===== config.mk =====
export PLATFORM = sky130hd
export DESIGN_NAME = imx_lvds_pattern_gen
export DESIGN_NICKNAME = d
export VERILOG_FILES = /design/src/rtl/imx_lvds_pkg.sv /design/src/rtl/imx_lane_bitslip.sv /design/src/rtl/imx_lvds_pattern_gen.sv
export SDC_FILE = /design/constraint.sdc
export NUM_CORES = 1
export LEC_CHECK = 0
export CORE_AREA = 2 2 150 152
export CTS_CLUSTER_DIAMETER = 60
export CTS_CLUSTER_SIZE = 40
export DETAILED_ROUTE_END_ITERATION = 12
export DIE_AREA = 0 0 152 154
export PLACE_DENSITY = 0.74
export SLEW_MARGIN = 40
export SYNTH_ARGS = -nofsm -noshare
export SYNTH_HDL_FRONTEND = slang
export SYNTH_SLANG_ARGS = --single-unit
export TNS_END_PERCENT = 50

===== constraint.sdc =====
create_clock -name camera_clk -period 3.73 [get_ports camera_clk]
set_clock_uncertainty 0.15 [all_clocks]
set_input_delay 0.9325 -clock camera_clk [delete_from_list [all_inputs] [get_ports camera_clk]]
set_output_delay 0.9325 -clock camera_clk [all_outputs]
set_load 0.05 [all_outputs]

===== src/rtl/imx_lvds_pkg.sv =====
// Shared constants for the Sony IMX LVDS test-pattern source: FSM state codes,
// 8-bit sync codes and a helper that left-justifies a code into a W-bit word.
package imx_lvds_pkg;

    localparam logic [3:0] ST_IDLE = 4'd0;
    localparam logic [3:0] ST_HBLK = 4'd1;
    localparam logic [3:0] ST_SAV0 = 4'd2;
    localparam logic [3:0] ST_SAV1 = 4'd3;
    localparam logic [3:0] ST_SAV2 = 4'd4;
    localparam logic [3:0] ST_SAV3 = 4'd5;
    localparam logic [3:0] ST_DATA = 4'd6;
    localparam logic [3:0] ST_EAV0 = 4'd7;
    localparam logic [3:0] ST_EAV1 = 4'd8;
    localparam logic [3:0] ST_EAV2 = 4'd9;
    localparam logic [3:0] ST_EAV3 = 4'd10;

    localparam logic [7:0] CODE_SYNC_ALL1  = 8'hFF;
    localparam logic [7:0] CODE_SAV_BLANK  = 8'hAB;
    localparam logic [7:0] CODE_EAV_BLANK  = 8'hB6;
    localparam logic [7:0] CODE_SAV_VALID  = 8'h80;
    localparam logic [7:0] CODE_EAV_VALID  = 8'h9D;

    // Result is right-aligned in 12 bits; the caller truncates to its word width.
    function automatic logic [11:0] code_lj(input logic [7:0] code, input int unsigned w);
        logic [11:0] full;
        full = {code, 4'h0};
        return full >> (12 - w);
    endfunction

endpackage


===== src/rtl/imx_lane_bitslip.sv =====
// One LVDS lane: keeps the current and previous word and presents a clamped
// right-rotation of the pair so the receiver's bit-align logic sees a slipped stream.
module imx_lane_bitslip #(
    parameter int W  = 8,
    parameter int SW = 3
) (
    input  logic          clk,
    input  logic          rst_n,
    input  logic [W-1:0]  i_word,
    input  logic [SW-1:0] i_shift,
    output logic [W-1:0]  o_word
);

    localparam logic [31:0] MAX_SHIFT = 32'(W - 1);

    logic [W-1:0] cur_q, cur_d;
    logic [W-1:0] prev_q, prev_d;
    logic [31:0]  shift_eff;

    always_comb begin
        cur_d     = i_word;
        prev_d    = cur_q;
        // Non power-of-two widths can encode shifts past the word; pin those to W-1.
        shift_eff = (32'(i_shift) > MAX_SHIFT) ? MAX_SHIFT : 32'(i_shift);
        o_word    = W'({prev_q, cur_q} >> shift_eff);
    end

    always_ff @(posedge clk or negedge rst_n) begin
        if (!rst_n) begin
            cur_q  <= '0;
            prev_q <= '0;
        end else begin
            cur_q  <= cur_d;
            prev_q <= prev_d;
        end
    end

endmodule


===== src/rtl/imx_lvds_pattern_gen.sv =====
// Sony IMX LVDS framed test-pattern source with XHS/XVS strobes and per-lane bit rotation.
// Optional sync-word drop injection is built when IMX_PAT_ERR_INJECT_EN is defined.
module imx_lvds_pattern_gen
    import imx_lvds_pkg::*;
#(
    parameter int DATA_WIDTH     = 8,
    parameter int LANES          = 8,
    parameter int PIXELS_PER_ROW = 256,
    parameter int ROWS_PER_FRAME = 20,
    parameter int BLANK_ROWS     = 8,
    parameter int HBLANK         = 23,
    parameter int VS_ROW         = 4,
    localparam int SW            = $clog2(DATA_WIDTH)
) (
    input  logic                          camera_clk,
    input  logic                          rst_n,
    input  logic                          i_enable,
    input  logic [LANES*SW-1:0]           i_lane_shift,
    input  logic [15:0]                   i_err_sav_row,
    input  logic [15:0]                   i_err_eav_row,
    output logic                          o_xvs,
    output logic                          o_xhs,
    output logic [LANES*DATA_WIDTH-1:0]   o_lvds,
    output logic                          o_busy,
    output logic [15:0]                   o_row,
    output logic [15:0]                   o_frame_count
);

    localparam logic [15:0] HB_LAST  = 16'(HBLANK - 1);
    localparam logic [15:0] PIX_LAST = 16'(PIXELS_PER_ROW - 1);
    localparam logic [15:0] ROW_LAST = 16'(ROWS_PER_FRAME - 1);
    localparam logic [DATA_WIDTH-1:0] IDLE_WORD = DATA_WIDTH'(1);
    localparam logic [DATA_WIDTH-1:0] ALL1_WORD = {DATA_WIDTH{1'b1}};

    logic [3:0]  state_q, state_d;
    logic [15:0] col_q, col_d;
    logic [15:0] row_q, row_d;
    logic        busy_q, busy_d;
    logic [15:0] frame_count_q, frame_count_d;
    logic [LANES*DATA_WIDTH-1:0] word_q, word_d;
    logic        xhs_q, xhs_d, xvs_q, xvs_d;
    logic        xhs_dly_q, xhs_dly_d, xvs_dly_q, xvs_dly_d;

    logic [DATA_WIDTH-1:0] base_word, sav_code, eav_code;
    logic is_data, blank_row, skip_sav, skip_eav;

`ifdef IMX_PAT_ERR_INJECT_EN
    // Rows never reach ROWS_PER_FRAME, so out-of-range values never match.
    assign skip_sav = (row_q == i_err_sav_row);
    assign skip_eav = (row_q == i_err_eav_row);
`else
    logic [31:0] unused_err;
    assign unused_err = {i_err_sav_row, i_err_eav_row};
    assign skip_sav   = 1'b0;
    assign skip_eav   = 1'b0;
`endif

    always_comb begin
        state_d       = state_q;
        col_d         = col_q;
        row_d         = row_q;
        busy_d        = busy_q;
        frame_count_d = frame_count_q;
        base_word     = IDLE_WORD;
        is_data       = 1'b0;
        xhs_d         = 1'b1;
        xvs_d         = 1'b1;
        xhs_dly_d     = xhs_q;
        xvs_dly_d     = xvs_q;
        blank_row     = (row_q < 16'(BLANK_ROWS));
        sav_code      = DATA_WIDTH'(code_lj(blank_row ? CODE_SAV_BLANK : CODE_SAV_VALID, DATA_WIDTH));
        eav_code      = DATA_WIDTH'(code_lj(blank_row ? CODE_EAV_BLANK : CODE_EAV_VALID, DATA_WIDTH));

        case (state_q)
            ST_IDLE: begin
                if (i_enable) begin
                    state_d = ST_HBLK;
                    busy_d  = 1'b1;
                    row_d   = '0;
                    col_d   = '0;
                end
            end
            ST_HBLK: begin
                if (col_q >= 16'd7 && col_q <= 16'd14) begin
                    xhs_d = 1'b0;
                    xvs_d = (row_q != 16'(VS_ROW));
                end
                if (col_q == HB_LAST) begin
                    state_d = ST_SAV0;
                    col_d   = '0;
                end else begin
                    col_d = col_q + 16'd1;
                end
            end
            ST_SAV0: begin base_word = ALL1_WORD; state_d = ST_SAV1; end
            ST_SAV1: begin base_word = '0;        state_d = ST_SAV2; end
            ST_SAV2: begin base_word = '0;        state_d = skip_sav ? ST_DATA : ST_SAV3; end
            ST_SAV3: begin base_word = sav_code;  state_d = ST_DATA; end
            ST_DATA: begin
                is_data = 1'b1;
                if (col_q == PIX_LAST) begin
                    state_d = ST_EAV0;
                    col_d   = '0;
                end else begin
                    col_d = col_q + 16'd1;
                end
            end
            ST_EAV0: begin base_word = ALL1_WORD; state_d = ST_EAV1; end
            ST_EAV1: begin base_word = '0;        state_d = skip_eav ? ST_EAV3 : ST_EAV2; end
            ST_EAV2: begin base_word = '0;        state_d = ST_EAV3; end
            ST_EAV3: begin
                base_word = eav_code;
                col_d     = '0;
                if (row_q == ROW_LAST) begin
                    // A frame always runs to completion; enable is only consulted here.
                    frame_count_d = frame_count_q + 16'd1;
                    row_d         = '0;
                    if (i_enable) begin
                        state_d = ST_HBLK;
                    end else begin
                        state_d = ST_IDLE;
                        busy_d  = 1'b0;
                    end
                end else begin
                    row_d   = row_q + 16'd1;
                    state_d = ST_HBLK;
                end
            end
            default: begin
                state_d = ST_IDLE;
                busy_d  = 1'b0;
            end
        endcase

        for (int k = 0; k < LANES; k++) begin
            word_d[k*DATA_WIDTH +: DATA_WIDTH] = is_data ? (col_q[DATA_WIDTH-1:0] + DATA_WIDTH'(k)) : base_word;
        end
    end

    always_ff @(posedge camera_clk or negedge rst_n) begin
        if (!rst_n) begin
            state_q       <= ST_IDLE;
            col_q         <= '0;
            row_q         <= '0;
            busy_q        <= 1'b0;
            frame_count_q <= '0;
            word_q        <= '0;
            xhs_q         <= 1'b1;
            xvs_q         <= 1'b1;
            xhs_dly_q     <= 1'b1;
            xvs_dly_q     <= 1'b1;
        end else begin
            state_q       <= state_d;
            col_q         <= col_d;
            row_q         <= row_d;
            busy_q        <= busy_d;
            frame_count_q <= frame_count_d;
            word_q        <= word_d;
            xhs_q         <= xhs_d;
            xvs_q         <= xvs_d;
            xhs_dly_q     <= xhs_dly_d;
            xvs_dly_q     <= xvs_dly_d;
        end
    end

    // Strobes take two register stages so they line up with the lane words.
    assign o_xhs         = xhs_dly_q;
    assign o_xvs         = xvs_dly_q;
    assign o_busy        = busy_q;
    assign o_row         = row_q;
    assign o_frame_count = frame_count_q;

    for (genvar k = 0; k < LANES; k++) begin : g_lane
        imx_lane_bitslip #(.W(DATA_WIDTH), .SW(SW)) u_bitslip (
            .clk     (camera_clk),
            .rst_n   (rst_n),
            .i_word  (word_q[k*DATA_WIDTH +: DATA_WIDTH]),
            .i_shift (i_lane_shift[k*SW +: SW]),
            .o_word  (o_lvds[k*DATA_WIDTH +: DATA_WIDTH])
        );
    end

endmodule

==> impl_results.md <==
- DRC Markers: 0
- Worst EP arrival: 2.56 ns
- Achievable Freq: approximately 270 MHz
- Clk sinks: 211
- Starting Density: 0.4955
- GR Overflow Total: 0
- Post-CTS Hold Buffers: 0
- Clk slew on worst S/H paths: 0.11 ns
- EDFF count, synth: 0
- Post-DP HPWL: ~17 mm
- Top cells by count, synth: dfrtp_1 (207), nand2_1 (151), o21ai_0 (145)
- Met3 routed WL: 1.049 mm
- Die height: 154 um
- Critical R2R Capture: col_q[14]
- Synth async-reset ratio: 1.000
- Core ar.: 21690 um^2
- Max cap viols: 0
- RSZ-0062 raised after global routing: true
- Largest net degree at the start of global routing: 75
- Post-layout min period: around 3.6 ns
- Final ANT Viol Nets: 0
- Final cell count without fillers: about 1500
- Met1 WL: 10.72 mm
- Pre-CTS WS: 0.0002724 ns
- HP Class: flip-flop to flip-flop
- Routed WL: between 20 and 25 mm
- Via count: 8204
- Die width: 152 um
- All-layer global routing usage: 0.1993
- Rel. slew slack: 0.5183
- Avg WL per Cell: around 16 um
- Area leader, netlist: dfrtp_1
- Req. time, crit path: 2.65 ns
- Leakage power: 6.205 nW
- Slew Viols, Final: 0
- Final setup viols: 0
- CTS max path bufs: 3
- Mapped Cells: 1092
- Nature of the critical path endpoint: primary output
- Synth area leaders: dfrtp_1 (48%), o21ai_0 (6.8%), mux2i_1 (6.0%)
- Count leader, synth: dfrtp_1
- Fin. Hold Viols: 0
- Syn avg cell area: 9.841 um^2
- Crit start category: input port
- Initial antenna violation count: 1
- Post-synthesis sequential area ratio: 0.4918
- Net Count, Synth: 1165
- Root Driver: clkbuf_16
- PwrDens: 342.4 nW/um^2
- Yosys warning total: 0
- Die area: roughly 23000 um^2
- Area grow syn2layout: 20.26%
- Syn Std Cell Area: approximately 11000 um^2
- Top-area cell type share of the netlist area: 0.4820
- Worst-path cell chain: clkdlybuf4s50_1 > buf_12 > mux2_2 > o21ai_0 > a21oi_1 > buf_12
- Final Cycle Share: 0.9777
- Setup ws final: 0.08309 ns
- Worst Hold End: g_lane[0].u_bitslip.cur_q[7]
- Peak VDD IR: 0.3359 mV
- Final GP Congestion: ~0.88
- Status: completed
- Crit Path Class: input port to primary output
- Vias per inst: 5.502
- Crit path largest cell delay: just over 0.5 ns
- Placed cells: 1470
- Hold path cells: 0
- PortBufs: 125
- Tightest Pin Transition: 0.7200 ns
- First-pass detailed-route iteration total: 5
- CP Max Fanout: 13
- Met2 routed WL: approximately 11 mm
- Worst r2r src: col_q[3]
- First-pass GRT wire length: 39.57 mm
- Boundary pin count: 158
- H-tree depth reported by CTS: 1
- Final Net Count: 1278
- CTS buffer count: 13
- CTS tree: yes
- Site Rows: 54
- Overall Power: 4.425 mW
- Fin Setup TNS: 0 ns
- Count of cell types in the netlist: 56
- Crit path top cell by count: buf_12
- Setup Fix Bufs, Post-CTS: 0
- Inserted Diodes: 0
- Register-to-Register Path Depth: 8
- Hold Crit Start: word_q[7]
- DRT iter0 DRCs: 510
- Flop2flop setup slack: 1.06 ns
- Fraction of layout cells with a size suffix above 1: 0.1618
- Clk_lat worst skew: 0.48 ns
- FF+latch count, synth: about 210
- DR top layer: met4
- Vias in the first global route: 7902
- Post-synth top flop: dfrtp_1
- Critical path's slowest cell: clkdlybuf4s50_1
==> registers in the layout, summed over array words and instances, names as in the netlist <==
name	flops
col_q	16
xhs_dly_d	1
o_xhs	1
o_row	16
o_frame_count	16
xvs_dly_d	1
word_q	54
o_busy	1
state_q	4
g_lane.u_bitslip.cur_q	54
g_lane.u_bitslip.prev_q	46
o_xvs	1
==> cells by family after synthesis <==
family	synth area share
multiplexers	0.1340
AND/OR/NAND/NOR	0.1423
XOR/XNOR	0.04482
adder cells (fa/ha/maj)	0.01630
flip-flops	0.4918
buffers and inverters	0.03528
AO/OA/AOI/OAI	0.1355
==> how the worst max path moves through the flow <==
stage	cells after the start	slack, ns	endpoint	from
2_1_floorplan	5	-0.11	o_lvds[55]	i_lane_shift[19]
3_3_place_gp	6	0.05	o_lvds[9]	i_lane_shift[3]
3_5_place_dp	6	0.0003	o_lvds[9]	i_lane_shift[3]
4_1_cts	5	0.02	o_lvds[11]	i_lane_shift[4]
5_1_grt	6	-0.006	o_lvds[35]	i_lane_shift[12]
6_report	6	0.08	o_lvds[19]	i_lane_shift[7]
==> power breakdown <==
group	total (mW)	switching [mW]	leakage, nW	internal [mW]
Combinational	0.555	0.358	3.17	0.197
Sequential	2.29	0	2.81	2.29
Clock	1.58	0.859	0.223	0.724
==> layout by cell type, fill, tap and decap left out, types with 6 or more instances in the layout <==
master / n
nand3_1: 28
or3_1: 6
ha_1: 14
xnor2_1: 32
nand2_1: 151
o21ai_1: 21
mux2_2: 29
xor2_1: 23
clkbuf_16: 13
o21ai_0: 124
clkdlybuf4s50_1: 53
nor3_1: 9
a31oi_1: 17
mux4_2: 21
nor2_1: 77
buf_12: 16
inv_1: 29
nor4_1: 6
buf_4: 81
dlymetal6s2s_1: 7
nand4_1: 10
and3_1: 7
nand2b_1: 9
dfrtp_1: 207
o211ai_1: 7
a21oi_1: 79
mux2i_1: 64
==> critical path, delay by kind of cell <==
family	cells	cell delay, ns
multiplexers	1	0.35
buffers and inverters	3	0.86
AO/OA/AOI/OAI	2	0.42
==> routing by layer <==
metal / vias up / track usage
met3: 23 / 0.02368
met2: 176 / 0.3263
met5: - / 0
met1: 3962 / 0.2879
met4: 0 / 0.04584
li1: 4043 / -
==> layout make-up <==
type                       instances  area, um^2
clock buffer                      13       325.3
clock inverter                     8       158.9
fill                            1764        8765
inverter                          37       143.9
multi-input combinational        784        5100
sequential                       211        5285
tap                              280       350.3
timing repair buffer             158        1560
==> timing repair <==
action	4_1_cts	5_1_grt
pin swaps	0	0
gates resized for setup	1	13
setup endpoints to repair	2	28
==> metrics by stage <==
| step | instance area, um^2 | util | hold WS, ns |
|---|---|---|---|
| 2_1_floorplan | 10760 | - | 0.1812 |
| 3_3_place_gp | 12410 | 0.5722 | 0.1833 |
| 3_5_place_dp | 12410 | 0.5723 | 0.1847 |
| 4_1_cts | 12900 | 0.5947 | 0.2068 |
| 5_1_grt | 12920 | 0.5959 | 0.2063 |
| 6_report | 12920 | 0.5959 | 0.2034 |
Note: power is estimated with default switching activity, not from simulation.
